$ cat src/rtl/bram_debug_sequencer.sv
// -----------------------------------------------------------------------------
// bram_debug_sequencer
//
// Owns the RV32Core debug BRAM ports (*_a2/_wd2/_we2/_rd2) on behalf of a host
// link. A command either loads a stream of 32-bit words into the Data or Inst
// BRAM starting at byte address 0, or dumps BRAM words out as a stream. While
// a command runs, core_hold keeps the core idle. After a load, core_rst is
// pulsed for RST_CYCLES cycles so the core restarts from the fresh image.
//
// Ports
//   CPU_CLK, CPU_RST         clock, synchronous active-high reset
//   cmd_valid/ready/op/sel/count
//                            command handshake (op 0=load 1=dump,
//                            sel 0=Data 1=Inst, count 0 means full depth)
//   in_valid/ready/data      load word stream
//   out_valid/ready/data     dump word stream
//   dram_*2, iram_*2         debug BRAM ports (byte addresses, 1-cycle read)
//   core_hold, core_rst      core control
//   busy, done               status (done is a one-cycle completion pulse)
//
// All outputs come straight from flops. Their next values are derived from
// the next state, so every output changes on the same edge as the state.
// -----------------------------------------------------------------------------
module bram_debug_sequencer #(
   parameter int BRAMWORDS  = 4096,
   parameter int CNT_W      = 13,
   parameter int RST_CYCLES = 5
) (
   input  logic             CPU_CLK,
   input  logic             CPU_RST,
   input  logic             cmd_valid,
   output logic             cmd_ready,
   input  logic             cmd_op,
   input  logic             cmd_sel,
   input  logic [CNT_W-1:0] cmd_count,
   input  logic             in_valid,
   output logic             in_ready,
   input  logic [31:0]      in_data,
   output logic             out_valid,
   input  logic             out_ready,
   output logic [31:0]      out_data,
   output logic [31:0]      dram_a2,
   output logic [31:0]      dram_wd2,
   output logic [3:0]       dram_we2,
   input  logic [31:0]      dram_rd2,
   output logic [31:0]      iram_a2,
   output logic [31:0]      iram_wd2,
   output logic [3:0]       iram_we2,
   input  logic [31:0]      iram_rd2,
   output logic             core_hold,
   output logic             core_rst,
   output logic             busy,
   output logic             done
);

   typedef enum logic [2:0] {
      S_IDLE      = 3'd0,
      S_LOAD      = 3'd1,
      S_DUMP_RD   = 3'd2,
      S_DUMP_WAIT = 3'd3,
      S_DUMP_OUT  = 3'd4,
      S_CORE_RST  = 3'd5
   } state_t;

   localparam int               RC_W    = (RST_CYCLES > 1) ? $clog2(RST_CYCLES) : 1;
   localparam logic [CNT_W-1:0] MAX_CNT = CNT_W'(BRAMWORDS);

   // A zero or oversized count means "the whole BRAM"; this also keeps the
   // byte address from ever passing (BRAMWORDS-1)*4.
   function automatic logic [CNT_W-1:0] clamp_count(input logic [CNT_W-1:0] c);
      logic [CNT_W-1:0] r;
      if ((c == {CNT_W{1'b0}}) || (c > MAX_CNT)) begin
         r = MAX_CNT;
      end else begin
         r = c;
      end
      return r;
   endfunction

   state_t           state_q, state_d;
   logic [31:0]      addr_q, addr_d;
   logic [CNT_W-1:0] cnt_q, cnt_d;
   logic             sel_q, sel_d;
   logic [RC_W-1:0]  rc_q, rc_d;

   logic             cmd_ready_q, cmd_ready_d;
   logic             in_ready_q, in_ready_d;
   logic             out_valid_q, out_valid_d;
   logic [31:0]      out_data_q, out_data_d;
   logic [31:0]      dram_a2_q, dram_a2_d, dram_wd2_q, dram_wd2_d;
   logic [3:0]       dram_we2_q, dram_we2_d;
   logic [31:0]      iram_a2_q, iram_a2_d, iram_wd2_q, iram_wd2_d;
   logic [3:0]       iram_we2_q, iram_we2_d;
   logic             core_hold_q, core_hold_d;
   logic             core_rst_q, core_rst_d;
   logic             busy_q, busy_d;
   logic             done_q, done_d;

   // State register and datapath counters.
   always_ff @(posedge CPU_CLK) begin
      if (CPU_RST) begin
         state_q <= S_IDLE;
         addr_q  <= 32'd0;
         cnt_q   <= {CNT_W{1'b0}};
         sel_q   <= 1'b0;
         rc_q    <= {RC_W{1'b0}};
      end else begin
         state_q <= state_d;
         addr_q  <= addr_d;
         cnt_q   <= cnt_d;
         sel_q   <= sel_d;
         rc_q    <= rc_d;
      end
   end

   // Next-state logic: command accept, per-word address/count stepping.
   always_comb begin
      state_d = state_q;
      addr_d  = addr_q;
      cnt_d   = cnt_q;
      sel_d   = sel_q;
      rc_d    = rc_q;
      case (state_q)
         S_IDLE: begin
            if (cmd_valid) begin
               addr_d  = 32'd0;
               cnt_d   = clamp_count(cmd_count);
               sel_d   = cmd_sel;
               state_d = cmd_op ? S_DUMP_RD : S_LOAD;
            end else begin
               state_d = S_IDLE;
            end
         end
         S_LOAD: begin
            if (in_valid) begin
               addr_d = addr_q + 32'd4;
               cnt_d  = cnt_q - CNT_W'(1);
               if (cnt_q == CNT_W'(1)) begin
                  state_d = S_CORE_RST;
                  rc_d    = RC_W'(RST_CYCLES - 1);
               end else begin
                  state_d = S_LOAD;
               end
            end else begin
               state_d = S_LOAD;
            end
         end
         S_CORE_RST: begin
            if (rc_q == {RC_W{1'b0}}) begin
               state_d = S_IDLE;
            end else begin
               rc_d = rc_q - RC_W'(1);
            end
         end
         S_DUMP_RD:   state_d = S_DUMP_WAIT;
         S_DUMP_WAIT: state_d = S_DUMP_OUT;
         S_DUMP_OUT: begin
            if (out_ready) begin
               addr_d  = addr_q + 32'd4;
               cnt_d   = cnt_q - CNT_W'(1);
               state_d = (cnt_q == CNT_W'(1)) ? S_IDLE : S_DUMP_RD;
            end else begin
               state_d = S_DUMP_OUT;
            end
         end
         default: state_d = S_IDLE;
      endcase
   end

   // Output logic: next values of the registered outputs.
   always_comb begin
      logic        load_wr;
      logic [31:0] ram_a;
      logic [31:0] ram_wd;
      logic [3:0]  ram_we;
      load_wr = (state_q == S_LOAD) && in_valid;
      ram_a   = 32'd0;
      ram_wd  = 32'd0;
      ram_we  = 4'h0;
      if (load_wr) begin
         // The write lands one cycle after the handshake, at the pre-increment address.
         ram_a  = addr_q;
         ram_wd = in_data;
         ram_we = 4'hF;
      end else if (state_d == S_DUMP_RD) begin
         ram_a  = addr_d;
      end else begin
         ram_a  = 32'd0;
      end
      // Only the selected BRAM sees activity; the other port is held at zero.
      dram_a2_d  = sel_d ? 32'd0 : ram_a;
      dram_wd2_d = sel_d ? 32'd0 : ram_wd;
      dram_we2_d = sel_d ? 4'h0  : ram_we;
      iram_a2_d  = sel_d ? ram_a  : 32'd0;
      iram_wd2_d = sel_d ? ram_wd : 32'd0;
      iram_we2_d = sel_d ? ram_we : 4'h0;
      // rd2 is valid in DUMP_WAIT (address was presented in DUMP_RD).
      if (state_q == S_DUMP_WAIT) begin
         out_data_d = sel_q ? iram_rd2 : dram_rd2;
      end else begin
         out_data_d = out_data_q;
      end
      cmd_ready_d = (state_d == S_IDLE);
      busy_d      = (state_d != S_IDLE);
      core_hold_d = (state_d != S_IDLE);
      core_rst_d  = (state_d == S_CORE_RST);
      in_ready_d  = (state_d == S_LOAD);
      out_valid_d = (state_d == S_DUMP_OUT);
      done_d      = (state_q != S_IDLE) && (state_d == S_IDLE);
   end

   // Output registers; a reset drops any pending write and in-flight dump word.
   always_ff @(posedge CPU_CLK) begin
      if (CPU_RST) begin
         cmd_ready_q <= 1'b1;
         in_ready_q  <= 1'b0;
         out_valid_q <= 1'b0;
         out_data_q  <= 32'd0;
         dram_a2_q   <= 32'd0;
         dram_wd2_q  <= 32'd0;
         dram_we2_q  <= 4'h0;
         iram_a2_q   <= 32'd0;
         iram_wd2_q  <= 32'd0;
         iram_we2_q  <= 4'h0;
         core_hold_q <= 1'b0;
         core_rst_q  <= 1'b0;
         busy_q      <= 1'b0;
         done_q      <= 1'b0;
      end else begin
         cmd_ready_q <= cmd_ready_d;
         in_ready_q  <= in_ready_d;
         out_valid_q <= out_valid_d;
         out_data_q  <= out_data_d;
         dram_a2_q   <= dram_a2_d;
         dram_wd2_q  <= dram_wd2_d;
         dram_we2_q  <= dram_we2_d;
         iram_a2_q   <= iram_a2_d;
         iram_wd2_q  <= iram_wd2_d;
         iram_we2_q  <= iram_we2_d;
         core_hold_q <= core_hold_d;
         core_rst_q  <= core_rst_d;
         busy_q      <= busy_d;
         done_q      <= done_d;
      end
   end

   assign cmd_ready = cmd_ready_q;
   assign in_ready  = in_ready_q;
   assign out_valid = out_valid_q;
   assign out_data  = out_data_q;
   assign dram_a2   = dram_a2_q;
   assign dram_wd2  = dram_wd2_q;
   assign dram_we2  = dram_we2_q;
   assign iram_a2   = iram_a2_q;
   assign iram_wd2  = iram_wd2_q;
   assign iram_we2  = iram_we2_q;
   assign core_hold = core_hold_q;
   assign core_rst  = core_rst_q;
   assign busy      = busy_q;
   assign done      = done_q;

endmodule

$ cat config.mk
export PLATFORM = sky130hd
export DESIGN_NAME = bram_debug_sequencer
export DESIGN_NICKNAME = d
export VERILOG_FILES = /design/src/rtl/bram_debug_sequencer.sv
export SDC_FILE = /design/constraint.sdc
export NUM_CORES = 1
export LEC_CHECK = 0
export ABC_CLOCK_PERIOD_IN_PS = 4300
export CELL_PAD_IN_SITES_DETAIL_PLACEMENT = 1
export CELL_PAD_IN_SITES_GLOBAL_PLACEMENT = 1
export CORE_UTILIZATION = 36
export DETAILED_ROUTE_END_ITERATION = 8
export PLACE_DENSITY_LB_ADDON = 0.1
export SLEW_MARGIN = 40
export SYNTH_ARGS = -nofsm -noshare
export SYNTH_HDL_FRONTEND = slang
export SYNTH_SLANG_ARGS = --single-unit
$ cat constraint.sdc
create_clock -name CPU_CLK -period 4.3 [get_ports CPU_CLK]
set_input_delay 0.645 -clock CPU_CLK [delete_from_list [all_inputs] [get_ports CPU_CLK]]
set_output_delay 0.645 -clock CPU_CLK [all_outputs]
set_load 0.005 [all_outputs]
* Word-level counts from Yosys, hierarchy flattened
Cells that the tools add are included.
** Storage, ports and cells
- Register bits after elaboration :: 226
- Input bits :: 116
- Output and inout bits :: 175
- Logic and storage cells :: 81
** Cells by class
- Add/sub/neg operators :: 3
- Magnitude comparators :: 1
- Equality and inequality tests :: 15
- Multiplexer cells :: 28
- Bitwise gates (word level) :: 1
- Reduce and logical (&&, ||, !) cells :: 15
** Operator list (count)
- $mux 32 :: 7
- $pmux 32 s3 :: 1
- $mux 13 :: 4
- $pmux 13 s3 :: 1
- $add 32x3->32 const B :: 1
- $mux 3 :: 7
- $pmux 3 s6 :: 1
- $eq 13x1->1 const B :: 1
- $gt 13x13->1 const B :: 1
- $logic_not 13->1 :: 1
- $sub 13x1->13 const B :: 1
- $eq 3x3->1 const B :: 4
- $ne 2x2->1 const B :: 5
- $eq 3x2->1 const B :: 3
- $logic_not 3->1 :: 3
- $reduce_bool 3->1 :: 3
- $reduce_and 4->1 :: 2
- $eq 3x1->1 const B :: 2
- $mux 2 :: 3
- $pmux 3 s2 :: 1
- $mux 4 :: 1
- $reduce_or 2->1 :: 2
- $sub 3x1->3 const B :: 1
- $logic_and 1x1->1 :: 2
- other kinds (4) :: 5

* Logic depth before layout (Yosys ltp)
- Depth in word-level cells :: 7
- Depth in mapped cells :: 10
- Depth with buffers taken out :: 8

* Worst setup path before layout
OpenSTA, ideal clock, no wires.
- Path kind :: input-to-reg
- From :: input in_valid
- To :: register dram_a2_q[22], in the netlist dram_a2[22]
- Setup time :: 115 ps
- Arrival :: 2047 ps
- Required time :: 4185 ps
- Slack :: 2137 ps
- Cell stages on the path :: 9
- Buffers on the path :: 3
- Path through :: nor4bb_1 -> buf_2 -> nor2_4 -> buf_2 -> buf_1 -> a21oi_1 -> o21ai_0 -> a21oi_1 -> o21ba_2
** On the way
- Word-level cells in the longest chain between the ends :: 5
- Elaborated cells on any way between the ends :: 8
- Those cells by class :: eq/ne (1); mux (6); reduce/logical (1)
** RTL lines
- start, declared :: line 36 : input logic in_valid,
- $mux 3 :: line 135 : if (in_valid) begin
- $pmux 3 s6 :: line 123 : case (state_q)
- $eq 3x2->1 :: line 185 : end else if (state_d == S_DUMP_RD) begin
- $mux 32 :: line 185
- $mux 32 (*) :: line 180 : if (load_wr) begin
- end signal, assigned :: line 234 : dram_a2_q <= dram_a2_d;
- end, declared :: line 90 : logic [31:0] dram_a2_q, dram_a2_d, dram_wd2_q, dram_wd2_d;
Every way passes the cells marked *; elsewhere a longest branch is shown, timed or not.
A chain may end at the register's enable or synchronous reset.

* Worst setup path after layout
- From :: register state_q[1]
- To :: register iram_wd2_q[0], in the netlist iram_wd2[0]
** On the way
- Word-level cells in the longest chain between the ends :: 4
- Elaborated cells on any way between the ends :: 7
- Those cells by class :: eq/ne (1); mux (2); bitwise (1); reduce/logical (3)
** RTL lines
- start, declared :: line 80 : state_t state_q, state_d;
- start signal, assigned :: line 108 : state_q <= state_d;
- $logic_not 3->1 :: line 123
- $mux 1 :: line 123
- $not 1->1 (no line)
- $reduce_or 2->1 (no line)
- end signal, assigned :: line 238 : iram_wd2_q <= iram_wd2_d;
- end, declared :: line 92 : logic [31:0] iram_a2_q, iram_a2_d, iram_wd2_q, iram_wd2_d;
Several ways; a longest one is shown, not always the timed one.

==> flow_summary.toml <==
[outcome]
status = "complete, no violations"

[critical_path]
cp-start-kind = "register"
path_class = "reg2reg"
cp_cell_sequence = "nor2_1 > nand3b_1 > buf_4 > mux2i_1 > or2_2 > inv_1 > buf_4 > and3_1"
crit_fanout = 33
end_kind = "register"
cp.required_ns = 4.71
max_stage_delay_ns = 0.78
crit_top_cell = "buf_4"
cpMaxStageDelayCell = "dfxtp_1"
crit_arrival_ns = 3.43

[sta]
rsz0062_at_grt = "no"
report.final.hold_viol_count = 0
fmax_mhz = 331
setup_slack_ns = 1.28
period_needed_ns = 3.02
setup_tns_ns = 0
final.period_utilization_pct = 70.3
tightest_slew_ns = 0.781
setup-violations-final = 0
skew_ns = 0.0199
slew_headroom_pct = 47.5
slew_violations = 0
hold_slack_ns = 0.456

[global_route]
grt_pass1_wl_um = 42800
grt_use_total_pct = 22.0
overflow = 0
antenna_found_initial = 0
grt_max_degree = 65
grt_pass1_vias = 7872

[yosys]
yosysUniqueCellTypes = 74
synthMostInstantiatedCell = "dfxtp_1"
syn_area_um2 = 8600
ys_seq_area_share_pct = 51.2
synth_ff_type = "dfxtp_1"
ys_seq_elements = 220
synth_common_cells = "dfxtp_1 (220), nor2_1 (114), nand2_1 (58)"
syn_area_per_cell_um2 = 9.18
yosysTopAreaCell = "dfxtp_1"
syn_nets = 1058
synth_cells = 937
synthArstFlopShare_pct = 0
synth_edf_count = 0
synth_area_leaders = "dfxtp_1 (51%), nor2_1 (5.0%), mux2i_1 (4.0%), a21oi_1 (3.3%), a211oi_1 (3.3%)"
synth_top_area_share_pct = 51.2
yosysWarnings = 0

[finish]
layout-drive-gt1-share_pct = 6.78
syn2layout_area_growth_pct = 45.7
nNetsFinal = 1313
post-route-cell-area_um2 = 12500
final_util_pct = 53.4
diodes = 0
fillers = 2648

[route]
vias = 7962
wl_um = 27200
viasPerCell = 5.21
drcViolationCount = 0
drt-pass1-iter-count = 4
drt-initial-drc-count = 320
drtAntennaViolNets = 0
wl_per_cell_um = 17.8

[clocking]
cts_made_buffers = 25
clock_latency_ns = 0.53
cts_buffer_depth = 3
cts_sinks = 220
htree_levels = 1
cts_tree = "done"
clkTransAtPathRegs_ns = 0.06
cts_root_buf = "clkbuf_16"
cts_hold_buf = 0
cts_resized = 0
postCtsSetupBuffers = 0

[place]
hpwlAfterDp_um = 18900
port_buffers = 290
dp_slack_ns = 1.07
gp_congestion = 0.830
post_dp_cell_area_um2 = 11700

[pwr]
p_per_area_nw_per_um2 = 388
p_leak_nw = 4.53
peakVddDrop_v = 0.000180

[floorplan]
boundaryPins = 291
start_util_pct = 36.6
die_y_um = 157
dieArea_um2 = 24500
num_rows = 56
fp.dieW_um = 157
core_area_um2 = 23500

[run]
cap_violations = 0

[min_path]
hp-class = "reg2reg"
sequential cells by signal, indices dropped and copies added (netlist names), 3 cells and up:
| name | flops |
|---|---|
| rc_q | 3 |
| out_data | 32 |
| state_q | 3 |
| dram_wd2 | 32 |
| iram_wd2 | 32 |
| cnt_q | 13 |
| iram_a2 | 32 |
| addr_q | 32 |
| dram_a2 | 32 |
per-layer routing:
| metal | global-route usage [%] | part of all wire [%] | vias up |
|---|---|---|---|
| li1 | - | - | 3856 |
| met5 | 0 | 0 | - |
| met4 | 6.26 | 2.1 | 0 |
| met2 | 38.9 | 50 | 229 |
| met1 | 26.7 | 42 | 3837 |
| met3 | 4.60 | 6.6 | 40 |
placed cells by master (no fill, tap or decap), types with 24 or more instances in the layout:
cell type | Yosys | final
clkdlybuf4s50_1 | 0 | 289
and2_1 | 44 | 43
and3_1 | 42 | 42
mux2i_1 | 34 | 34
a21oi_1 | 57 | 57
nor2_1 | 114 | 113
a211oi_1 | 38 | 38
o21ai_0 | 33 | 33
nand2_1 | 58 | 58
clkbuf_16 | 0 | 25
dfxtp_1 | 220 | 219
nor3_1 | 24 | 24
worst max-delay path: cells and delay by family, from the launching register on:
family        cells  cell delay [ns]
buf+inv           3             0.68
mux               1             0.27
simple gates      4             1.15
flops             1             0.78
final cells by class:
type                       count  area [um2]  share of cell area, %
sequential                   220        4410                   35.2
multi-input combinational    626        3820                   30.5
timing repair buffer         305        3010                   24.0
clock buffer                  36         727                   5.80
tap                          319         399                   3.19
clock inverter                 8         110                  0.879
inverter                      14        52.6                  0.419
final timing paths:
kind	start	to	slack [ns]	depth (start not counted)
max	state_q[1]$_SDFF_PP0_	iram_wd2[0]$_SDFF_PP0_	1.28	8
min	rc_q[1]$_SDFFE_PP0P_	rc_q[1]$_SDFFE_PP0P_	0.46	2
max reg2reg	state_q[1]$_SDFF_PP0_	iram_wd2[0]$_SDFF_PP0_	1.28	8
min reg2reg	rc_q[1]$_SDFFE_PP0P_	rc_q[1]$_SDFFE_PP0P_	0.46	2
logic make-up after synthesis:
kind of cell / count (synthesis) / share of synthesized area, %
fa+ha+maj: 5 / 0.727
buf+inv: 91 / 4.61
compound gates: 212 / 16.3
simple gates: 372 / 22.9
xor+xnor: 3 / 0.306
flops: 220 / 51.2
mux: 34 / 3.96
where the power goes:
part	leakage, nW	switching [mW]	internal, mW
Sequential	1.78	0.0412	2.08
Clock	0.407	0.854	1.30
Combinational	2.34	0.312	0.271
through the flow:
stage | cells | power (mW)
6_report | 1528 | 4.86
3_5_place_dp | 1484 | 2.76
5_1_grt | 1528 | 5.07
2_1_floorplan | 937 | 2.47
4_1_cts | 1528 | 4.92
3_3_place_gp | 1484 | 2.74
(Power assumes the default switching activity.)
